`src/rtl/pipe_ctrl_pkg.sv`:
```
// Shared types and constants for the pipeline hazard/stall controller.
package pipe_ctrl_pkg;

    localparam int unsigned MDU_TIMEOUT = 63;
    localparam int unsigned MDU_CNT_W   = 6;
    localparam int unsigned STALL_CNT_W = 16;

    typedef enum logic [1:0] {
        RUN      = 2'd0,
        MDU_WAIT = 2'd1
    } state_e;

    typedef struct packed {
        logic pc_write;
        logic ifid_write;
        logic flush_IFID;
        logic flush_IDEX;
        logic hold_EX;
    } ctrl_t;

endpackage

```
`src/rtl/pipe_ctrl_if.sv`:
```
// Pipeline-facing signal bundle of pipe_ctrl: hazard inputs, control and status outputs.
interface pipe_ctrl_if import pipe_ctrl_pkg::*; ();

    logic [4:0]             rs1_ID;
    logic [4:0]             rs2_ID;
    logic                   use_rs1_ID;
    logic                   use_rs2_ID;
    logic [4:0]             rd_EX;
    logic                   memread_EX;
    logic                   branch_taken_EX;
    logic                   mdu_start_EX;
    logic                   mdu_done;
    logic                   dmem_stall;
    logic                   stall_clr;

    logic                   pc_write;
    logic                   ifid_write;
    logic                   flush_IFID;
    logic                   flush_IDEX;
    logic                   hold_EX;
    logic [1:0]             state;
    logic [STALL_CNT_W-1:0] stall_cnt;
    logic                   mdu_timeout;

    modport master (
        output rs1_ID, rs2_ID, use_rs1_ID, use_rs2_ID, rd_EX, memread_EX,
               branch_taken_EX, mdu_start_EX, mdu_done, dmem_stall, stall_clr,
        input  pc_write, ifid_write, flush_IFID, flush_IDEX, hold_EX,
               state, stall_cnt, mdu_timeout
    );

    modport slave (
        input  rs1_ID, rs2_ID, use_rs1_ID, use_rs2_ID, rd_EX, memread_EX,
               branch_taken_EX, mdu_start_EX, mdu_done, dmem_stall, stall_clr,
        output pc_write, ifid_write, flush_IFID, flush_IDEX, hold_EX,
               state, stall_cnt, mdu_timeout
    );

endinterface

```
`src/rtl/pipe_hazard_detect.sv`:
```
// Combinational load-use hazard compare between the ID sources and the EX load target.
module pipe_hazard_detect (
    input  logic [4:0] rs1_ID,
    input  logic [4:0] rs2_ID,
    input  logic       use_rs1_ID,
    input  logic       use_rs2_ID,
    input  logic [4:0] rd_EX,
    input  logic       memread_EX,
    output logic       load_use
);

    always_comb begin
        load_use = memread_EX && (rd_EX != '0) &&
                   ((use_rs1_ID && (rs1_ID == rd_EX)) ||
                    (use_rs2_ID && (rs2_ID == rd_EX)));
    end

endmodule

```
`src/rtl/pipe_ctrl.sv`:
```
// Pipeline control: priority stall/flush mux, multi-cycle MDU wait FSM with timeout, stall counter.
module pipe_ctrl
    import pipe_ctrl_pkg::*;
(
    input  logic       clk,
    input  logic       reset,
    pipe_ctrl_if.slave bus
);

    state_e                 state_q, state_d;
    logic [MDU_CNT_W-1:0]   mdu_cnt_q, mdu_cnt_d;
    logic [STALL_CNT_W-1:0] stall_cnt_q, stall_cnt_d;
    logic                   mdu_timeout_q, mdu_timeout_d;
    logic                   load_use;
    ctrl_t                  ctrl;

    pipe_hazard_detect u_hazard (
        .rs1_ID     (bus.rs1_ID),
        .rs2_ID     (bus.rs2_ID),
        .use_rs1_ID (bus.use_rs1_ID),
        .use_rs2_ID (bus.use_rs2_ID),
        .rd_EX      (bus.rd_EX),
        .memread_EX (bus.memread_EX),
        .load_use   (load_use)
    );

    // Reset is part of the output priority so the pipeline sees bubbles while held.
    always_comb begin
        ctrl = '0;
        if (!reset) begin
            ctrl.flush_IFID = 1'b1;
            ctrl.flush_IDEX = 1'b1;
        end else if (bus.dmem_stall) begin
            ctrl.hold_EX = 1'b1;
        end else if (state_q == MDU_WAIT || bus.mdu_start_EX) begin
            ctrl.hold_EX = 1'b1;
        end else if (bus.branch_taken_EX) begin
            ctrl.pc_write   = 1'b1;
            ctrl.ifid_write = 1'b1;
            ctrl.flush_IFID = 1'b1;
            ctrl.flush_IDEX = 1'b1;
        end else if (load_use) begin
            ctrl.flush_IDEX = 1'b1;
        end else begin
            ctrl.pc_write   = 1'b1;
            ctrl.ifid_write = 1'b1;
        end
    end

    always_comb begin
        state_d       = state_q;
        mdu_cnt_d     = mdu_cnt_q;
        mdu_timeout_d = mdu_timeout_q;
        stall_cnt_d   = stall_cnt_q;

        case (state_q)
            RUN: begin
                if (bus.mdu_start_EX) begin
                    state_d   = MDU_WAIT;
                    mdu_cnt_d = '0;
                end
            end
            MDU_WAIT: begin
                if (bus.mdu_done) begin
                    state_d = RUN;
                end else begin
                    mdu_cnt_d = mdu_cnt_q + MDU_CNT_W'(1);
                    if (mdu_cnt_d == MDU_CNT_W'(MDU_TIMEOUT)) begin
                        mdu_timeout_d = 1'b1;
                        state_d       = RUN;
                    end
                end
            end
            default: state_d = RUN;
        endcase

        if (bus.stall_clr) begin
            stall_cnt_d = '0;
        end else if (!ctrl.pc_write && (stall_cnt_q != '1)) begin
            stall_cnt_d = stall_cnt_q + STALL_CNT_W'(1);
        end
    end

    always_ff @(posedge clk or negedge reset) begin
        if (!reset) begin
            state_q       <= RUN;
            mdu_cnt_q     <= '0;
            stall_cnt_q   <= '0;
            mdu_timeout_q <= 1'b0;
        end else begin
            state_q       <= state_d;
            mdu_cnt_q     <= mdu_cnt_d;
            stall_cnt_q   <= stall_cnt_d;
            mdu_timeout_q <= mdu_timeout_d;
        end
    end

    assign bus.pc_write    = ctrl.pc_write;
    assign bus.ifid_write  = ctrl.ifid_write;
    assign bus.flush_IFID  = ctrl.flush_IFID;
    assign bus.flush_IDEX  = ctrl.flush_IDEX;
    assign bus.hold_EX     = ctrl.hold_EX;
    assign bus.state       = state_q;
    assign bus.stall_cnt   = stall_cnt_q;
    assign bus.mdu_timeout = mdu_timeout_q;

endmodule

```
`src/flat_wrapper.sv`:
```
// flat-port wrapper written by rule: the top's interface ports become plain ports
module pipe_ctrl_flat import pipe_ctrl_pkg::*;
  (clk, reset, bus_rs1_ID, bus_rs2_ID, bus_use_rs1_ID, bus_use_rs2_ID, bus_rd_EX, bus_memread_EX, bus_branch_taken_EX, bus_mdu_start_EX, bus_mdu_done, bus_dmem_stall, bus_stall_clr, bus_pc_write, bus_ifid_write, bus_flush_IFID, bus_flush_IDEX, bus_hold_EX, bus_state, bus_stall_cnt, bus_mdu_timeout);
  pipe_ctrl_if bus_i ();
  input  logic clk;
  input  logic reset;
  input wire logic [$bits(bus_i.rs1_ID)-1:0] bus_rs1_ID;
  input wire logic [$bits(bus_i.rs2_ID)-1:0] bus_rs2_ID;
  input wire logic [$bits(bus_i.use_rs1_ID)-1:0] bus_use_rs1_ID;
  input wire logic [$bits(bus_i.use_rs2_ID)-1:0] bus_use_rs2_ID;
  input wire logic [$bits(bus_i.rd_EX)-1:0] bus_rd_EX;
  input wire logic [$bits(bus_i.memread_EX)-1:0] bus_memread_EX;
  input wire logic [$bits(bus_i.branch_taken_EX)-1:0] bus_branch_taken_EX;
  input wire logic [$bits(bus_i.mdu_start_EX)-1:0] bus_mdu_start_EX;
  input wire logic [$bits(bus_i.mdu_done)-1:0] bus_mdu_done;
  input wire logic [$bits(bus_i.dmem_stall)-1:0] bus_dmem_stall;
  input wire logic [$bits(bus_i.stall_clr)-1:0] bus_stall_clr;
  output wire logic [$bits(bus_i.pc_write)-1:0] bus_pc_write;
  output wire logic [$bits(bus_i.ifid_write)-1:0] bus_ifid_write;
  output wire logic [$bits(bus_i.flush_IFID)-1:0] bus_flush_IFID;
  output wire logic [$bits(bus_i.flush_IDEX)-1:0] bus_flush_IDEX;
  output wire logic [$bits(bus_i.hold_EX)-1:0] bus_hold_EX;
  output wire logic [$bits(bus_i.state)-1:0] bus_state;
  output wire logic [$bits(bus_i.stall_cnt)-1:0] bus_stall_cnt;
  output wire logic [$bits(bus_i.mdu_timeout)-1:0] bus_mdu_timeout;
  assign bus_i.rs1_ID = bus_rs1_ID;
  assign bus_i.rs2_ID = bus_rs2_ID;
  assign bus_i.use_rs1_ID = bus_use_rs1_ID;
  assign bus_i.use_rs2_ID = bus_use_rs2_ID;
  assign bus_i.rd_EX = bus_rd_EX;
  assign bus_i.memread_EX = bus_memread_EX;
  assign bus_i.branch_taken_EX = bus_branch_taken_EX;
  assign bus_i.mdu_start_EX = bus_mdu_start_EX;
  assign bus_i.mdu_done = bus_mdu_done;
  assign bus_i.dmem_stall = bus_dmem_stall;
  assign bus_i.stall_clr = bus_stall_clr;
  assign bus_pc_write = bus_i.pc_write;
  assign bus_ifid_write = bus_i.ifid_write;
  assign bus_flush_IFID = bus_i.flush_IFID;
  assign bus_flush_IDEX = bus_i.flush_IDEX;
  assign bus_hold_EX = bus_i.hold_EX;
  assign bus_state = bus_i.state;
  assign bus_stall_cnt = bus_i.stall_cnt;
  assign bus_mdu_timeout = bus_i.mdu_timeout;
  pipe_ctrl u_core (.clk(clk), .reset(reset), .bus(bus_i));
endmodule
```
`config.mk`:
```
export PLATFORM = sky130hd
export DESIGN_NAME = pipe_ctrl_flat
export DESIGN_NICKNAME = d
export VERILOG_FILES = /design/src/rtl/pipe_ctrl_pkg.sv /design/src/rtl/pipe_ctrl_if.sv /design/src/rtl/pipe_hazard_detect.sv /design/src/rtl/pipe_ctrl.sv /design/src/flat_wrapper.sv
export SDC_FILE = /design/constraint.sdc
export NUM_CORES = 1
export LEC_CHECK = 0
export CORE_ASPECT_RATIO = 1.4
export CORE_MARGIN = 5
export CORE_UTILIZATION = 45
export DETAILED_ROUTE_END_ITERATION = 7
export PLACE_DENSITY = 0.85
export SLEW_MARGIN = 20
export SYNTH_ARGS = -nofsm -noshare
export SYNTH_HDL_FRONTEND = slang
export SYNTH_SLANG_ARGS = --single-unit
export TNS_END_PERCENT = 10
```
`constraint.sdc`:
```
create_clock -name clk -period 2.1 [get_ports clk]
set_input_delay 0.42 -clock clk [delete_from_list [all_inputs] [get_ports clk]]
set_output_delay 0.42 -clock clk [all_outputs]
set_load 0.005 [all_outputs]
```
==> impl_metrics.tcl, run 1 <==
set metrics [dict create \
    synth-seq-area-share_pct 39.6 \
    synth_warnings 0 \
    drv_cap 0 \
    r2r_start "u_core.bus.stall_cnt[0]" \
    hold_buffers 0 \
    clk_latency_ns 0.27 \
    grt_first_pass_wirelength_mm 7.13 \
    utilization_pct 73.0 \
    criticalPathCategory "in -> reg" \
    port_buffers 47 \
    fin_skew_ns 0.00178 \
    cts_tree "yes" \
    worstHoldPathType "in -> async" \
    cp.required_ns 2.30 \
    drt_iter0_markers 36 \
    fmax_ghz 0.471 \
    async_reset_ff_share_pct 100 \
    max_stage_delay_ns 0.36 \
    dr_total_vias 1530 \
    ys_types 39 \
    path_cells "clkdlybuf4s15_1, xnor2_1, nand4_1, o22ai_2, buf_4, buf_4, buf_4, a21oi_4, buf_12, buf_8, or3_4, a21oi_2" \
    syn_inst 166 \
    cp.arrival_ns 2.32 \
    drive_gt1_share_pct 25.4 \
    finalCritPeriodShare_pct 101 \
    synth_top_flop_cell "dfrtp_1" \
    drv_slew 0 \
    syn_area_mm2 0.00152 \
    post-route-min-period_ns 2.12 \
    hpwl_mm 2.96 \
    overflow 0 \
    path_buf_inv 6 \
    cts_root_buffer "clkbuf_8" \
    powerDensity_mw_per_mm2 497 \
    final_area_mm2 0.00242 \
    gp_congestion 0.870 \
    final_cell_mix "clkdlybuf4s50_1 (27), dfrtp_1 (24), buf_4 (17), nor2_1 (12)" \
    ant_nets 0 \
    cp_top_family "buffers and inverters" \
    grt_max_degree 15 \
    placed_cell_area_mm2 0.00215 \
    fill_cells 250 \
    area_growth_pct 59.4 \
    hold_viol_final 0 \
    grt_usage_pct 19.5 \
    crit_path_end_kind "register" \
    setup_tns_ns -0.0316 \
    routed_wl_mm 4.21 \
    die-area_mm2 0.00465 \
    fin_cells 276 \
    start_kind "input pin" \
    core_area_mm2 0.00332 \
    violations "setup timing" \
    vias_per_cell 5.54 \
    crit_start "bus_rs1_ID[3]" \
    die_y_um 78.7 \
    boundaryPins 49 \
    numCtsBuffers 3 \
    ys_seq_elements 24 \
    wl_per_cell_um 15.3 \
    cts.reportedPaths.clkPinSlew_ns 0.09 \
    fin_ws_ns -0.0232 \
    leakage_nw 1.02 \
    syn_nets 194 \
    start_util_pct 45.8 \
    dr.pass1.iters 4 \
    row_count 25 \
    htreeDepth 1 \
    status "complete, but fails checks" \
    finalSetupViolations 2 \
    n_antenna_cell 0 \
    clockBufferDepth 2 \
    slowest_stage "or3_4" \
    final_common_cell "clkdlybuf4s50_1" \
    total_power_w 0.00120 \
    dp.cells 266 \
    clkSinkCount 24 \
    avgSynthCellArea_um2 9.14 \
    cp_max_fo 8 \
    antenna_found_initial 0 \
    grt_pass1_vias 1617 \
    synth_edf_count 0 \
    fin_nets 265 \
    die_w_um 59.1 \
    peakVddDrop_v 0.000434 \
    remaining_drc_errors 0 \
    cp_common_cell "buf_4" \
    rsz0062_at_grt "true" \
]
cell type report:
type	count	area, µm²	area share (%)
Clock buffer	3	41.3	1.71
Multi-Input combinational cell	128	957	39.6
Timing Repair Buffer	74	718	29.7
Tap cell	40	50.0	2.07
Clock inverter	1	30.0	1.24
Sequential cell	24	601	24.8
Inverter	6	22.5	0.931
per-stage QoR:
stage,hold slack (ns),setup WS [ns]
6_report,0.354,-0.0232
5_1_grt,0.383,-0.0490
4_1_cts,0.356,-0.0559
3_5_place_dp,0.471,-0.586
3_3_place_gp,0.451,-0.586
2_1_floorplan,0.124,0.0233
worst reg2reg max path: cells and delay by family (launching register included):
kind                     cells  cell delay [ns]
AND/OR/NAND/NOR              4             0.84
flip-flops                   1             0.39
buffers and inverters        2             0.27
AO/OA/AOI/OAI                2             0.26
adder cells (fa/ha/maj)      1             0.22
routing by layer:
metal | global-route usage, % | share of wire [%] | vias up
met2 | 35.1 | 55 | 48
met4 | 5.44 | 1.9 | 0
li1 | - | - | 741
met1 | 23.2 | 38 | 728
met5 | 0 | 0 | -
met3 | 3.25 | 5.0 | 13
cell usage after synthesis, types with 3 or more instances:
master | number | area share, %
nand3_1 | 6 | 2.0
a22o_1 | 6 | 3.5
a21oi_1 | 14 | 4.6
nand2_1 | 10 | 2.5
xnor2_1 | 15 | 8.7
dfrtp_1 | 24 | 40
or3_1 | 12 | 4.9
nor2_1 | 13 | 3.2
clkbuf_1 | 3 | 0.74
nand4_1 | 10 | 4.1
inv_1 | 6 | 1.5
o21ai_1 | 11 | 3.6
ha_1 | 3 | 2.5
nor2b_1 | 3 | 1.2
report_power, final:
| part | leakage (nW) | switching [W] | internal (W) |
|---|---|---|---|
| Sequential | 0.328 | 0.0000258 | 0.000483 |
| Combinational | 0.661 | 0.000124 | 0.000163 |
| Clock | 0.0357 | 0.000154 | 0.000255 |
cells by family after synthesis:
group | Yosys count | share of synthesized area, %
buffers and inverters | 14 | 5.52
AO/OA/AOI/OAI | 40 | 16.7
adder cells (fa/ha/maj) | 3 | 2.47
AND/OR/NAND/NOR | 63 | 22.7
other | 1 | 0.247
XOR/XNOR | 16 | 9.23
flip-flops | 24 | 39.6
multiplexers | 5 | 3.54
registers in the layout, summed over array words and instances, names as in the netlist:
register,cells
u_core.bus.stall_cnt,16
u_core.mdu_cnt_q,6
u_core.bus.mdu_timeout,1
u_core.bus.state,1
path summary, 6_finish.rpt:
path,to,cells after the start,slack [ns]
setup / recovery,u_core.bus.stall_cnt[5],12,-0.02
hold / removal,u_core.bus.stall_cnt[15],3,0.35
setup reg to reg,u_core.bus.stall_cnt[5],9,0.06
hold reg to reg,u_core.bus.mdu_timeout,1,0.48
max in group asynchronous,u_core.mdu_cnt_q[2],4,1.35
min in group clk,u_core.bus.mdu_timeout,1,0.48
what timing repair did:
action	CTS	global route
buffers inserted	7	0
endpoints found under the setup margin	21	19
endpoints found under the hold margin	0	0
pin swaps	35	14
resized for setup	58	14
gates cloned	1	0
No activity file was read; power rests on OpenSTA's default activity.
==> run 2, diff against run 1 <==
Settings changed: CTS_BUF_LIST set to sky130_fd_sc_hd__clkbuf_2, GPL_ROUTABILITY_DRIVEN set to 0.
==> run 2 against run 1 <==
  * The run still ends with setup timing left
  * Non-clock buffer count up 1
  * Clock-buffer cell count unchanged
  * Final cell count up 0.36%
  * Critical endpoint is now u_core.bus.stall_cnt[9]
  * Critical path depth up 3
  * Clock power down 23%
  * Worst hold slack worse by 0.26 ns
  * Fmax down 7.2%
  * Design area down 2.5%
==> impl_metrics.tcl, run 2 (synthesized netlist as in run 1, its figures left out) <==
set metrics [dict create \
    boundaryPins 49 \
    multi_input_area_um2 900 \
    drt_iter0_markers 59 \
    drive_gt1_share_pct 21.9 \
    final_area_mm2 0.00236 \
    switching_share_pct 26.8 \
    fin_nets 266 \
    setup_tns_ns -2.33 \
    drv_cap 0 \
    hpwl_mm 2.96 \
    met3_length_um 171 \
    core_area_mm2 0.00332 \
    powerDensity_mw_per_mm2 465 \
    cts_tree "yes" \
    cp_common_cell "buf_4" \
    max_stage_delay_ns 0.32 \
    share_comb_of_total_power_pct 24.9 \
    grt_max_degree 15 \
    wl_per_cell_um 15.0 \
    path_cells "clkbuf_2, buf_6, xnor2_2, nand2_1, o22ai_2, buf_4, buf_4, buf_4, buf_4, buf_4, buf_4, buf_4, a21oi_4, nor3_1, mux2_1" \
    n_antenna_cell 0 \
    leakage_nw 1.07 \
    fin_cells 277 \
    die-area_mm2 0.00465 \
    utilization_pct 71.2 \
    seqPwrFrac_pct 46.4 \
    p_sw_w 0.000294 \
    start_util_pct 45.8 \
    post-route-min-period_ns 2.29 \
    rsz0062_at_grt "true" \
    peakVddDrop_v 0.000373 \
    row_count 25 \
    placed_cell_area_mm2 0.00215 \
    clkSinkCount 24 \
    final_cell_mix "clkdlybuf4s50_1 (25), dfrtp_1 (24), buf_4 (20), nor2_1 (13), dlymetal6s2s_1 (13)" \
    hold_viol_final 0 \
    worstHoldPathType "in -> async" \
    regArea_um2 601 \
    ant_nets 0 \
    routed_wl_mm 4.15 \
    hold_buffers 0 \
    status "complete, but fails checks" \
    largest_reg_flops 16 \
    cts.reportedPaths.clkPinSlew_ns 0.24 \
    finalCritPeriodShare_pct 109 \
    final_common_cell "clkdlybuf4s50_1" \
    fmax_ghz 0.437 \
    finalSetupViolations 17 \
    cts_root_buffer "clkbuf_2" \
    criticalPathCategory "in -> reg" \
    clock_power_share_pct 28.7 \
    htreeDepth 1 \
    area_growth_pct 55.5 \
    dr_total_vias 1536 \
    clk_latency_ns 0.36 \
    fin_ws_ns -0.187 \
    port_buffers 47 \
    drv_slew 0 \
    total_power_w 0.00110 \
    overflow 0 \
    cp.required_ns 2.38 \
    route.met2.wl_mm 2.29 \
    cp_max_fo 6 \
    violations "setup timing" \
    dr.pass1.iters 4 \
    vias_per_cell 5.55 \
    grt_usage_pct 18.0 \
    dp.cells 266 \
    grt_pass1_vias 1556 \
    fin_skew_ns 0.00956 \
    die_w_um 59.1 \
    clockBufferDepth 2 \
    start_kind "input pin" \
    slowest_stage "a21oi_4" \
    p_int_w 0.000803 \
    die_y_um 78.7 \
    cp.arrival_ns 2.57 \
    numCtsBuffers 3 \
    crit_path_end_kind "register" \
    wl_met1_mm 1.64 \
    grt_first_pass_wirelength_mm 6.66 \
    fill_cells 247 \
    top_layer_used "met4" \
    antenna_found_initial 0 \
    remaining_drc_errors 0 \
]
[run 2: worst max-delay path, delay by kind of cell]
kind	cells	cell delay (ns)
mux	1	0.31
buf+inv	9	1.10
compound gates	2	0.43
xor+xnor	1	0.13
simple gates	2	0.19
[run 2: worst paths after layout]
| check | from | to | slack (ns) | depth (start not counted) |
|---|---|---|---|---|
| min reg2reg | u_core.bus.mdu_timeout | u_core.bus.mdu_timeout | 0.51 | 1 |
| max in group asynchronous | reset | u_core.bus.mdu_timeout | 1.63 | 3 |
| min in group clk | u_core.bus.mdu_timeout | u_core.bus.mdu_timeout | 0.51 | 1 |
| min | reset | u_core.bus.stall_cnt[9] | 0.1 | 2 |
| max | bus_rd_EX[0] | u_core.bus.stall_cnt[9] | -0.19 | 15 |
| max reg2reg | u_core.bus.stall_cnt[0] | u_core.bus.stall_cnt[14] | -0.01 | 8 |
[run 2: area by class of cell]
type	instances	share of cell area (%)
Timing Repair Buffer	75	31.4
Multi-Input combinational cell	128	38.1
Inverter	6	0.954
Tap cell	40	2.12
Clock inverter	1	1.27
Sequential cell	24	25.5
Clock buffer	3	0.636
[run 2: metrics by stage]
step / hold slack [ns] / setup WS [ns]
CTS: 0.0994 / -0.378
global placement: 0.451 / -0.586
global route: 0.0962 / -0.258
floorplan: 0.124 / 0.0233
finish: 0.0973 / -0.187
detailed placement: 0.471 / -0.586
[run 2: power by group through the flow]
stage	clock network, W	registers, W	logic, W
floorplan	0	0.000516	0.000118
global placement	0	0.000515	0.000253
detailed placement	0	0.000516	0.000260
CTS	0.000318	0.000508	0.000266
global route	0.000333	0.000513	0.000302
finish	0.000314	0.000509	0.000273
[run 2: what timing repair did]
action | in CTS | in global routing
setup buffers | 6 | 0
setup endpoints to repair | 5 | 19
resized for setup | 17 | 33
pin swaps | 11 | 19
cloned | 0 | 1
[run 2: routing by layer]
| layer | vias to the layer above | GRT usage [%] |
|---|---|---|
| li1 | 745 | - |
| met1 | 742 | 21.4 |
| met2 | 41 | 32.0 |
| met3 | 8 | 2.76 |
| met4 | 0 | 6.12 |
| met5 | - | 0 |
==> run 3, diff against run 2 <==
Settings changed: GPL_ROUTABILITY_DRIVEN 0 to unset.
==> results of run 3 <==
Final layout, timing and power as in run 2 (identical DEF).
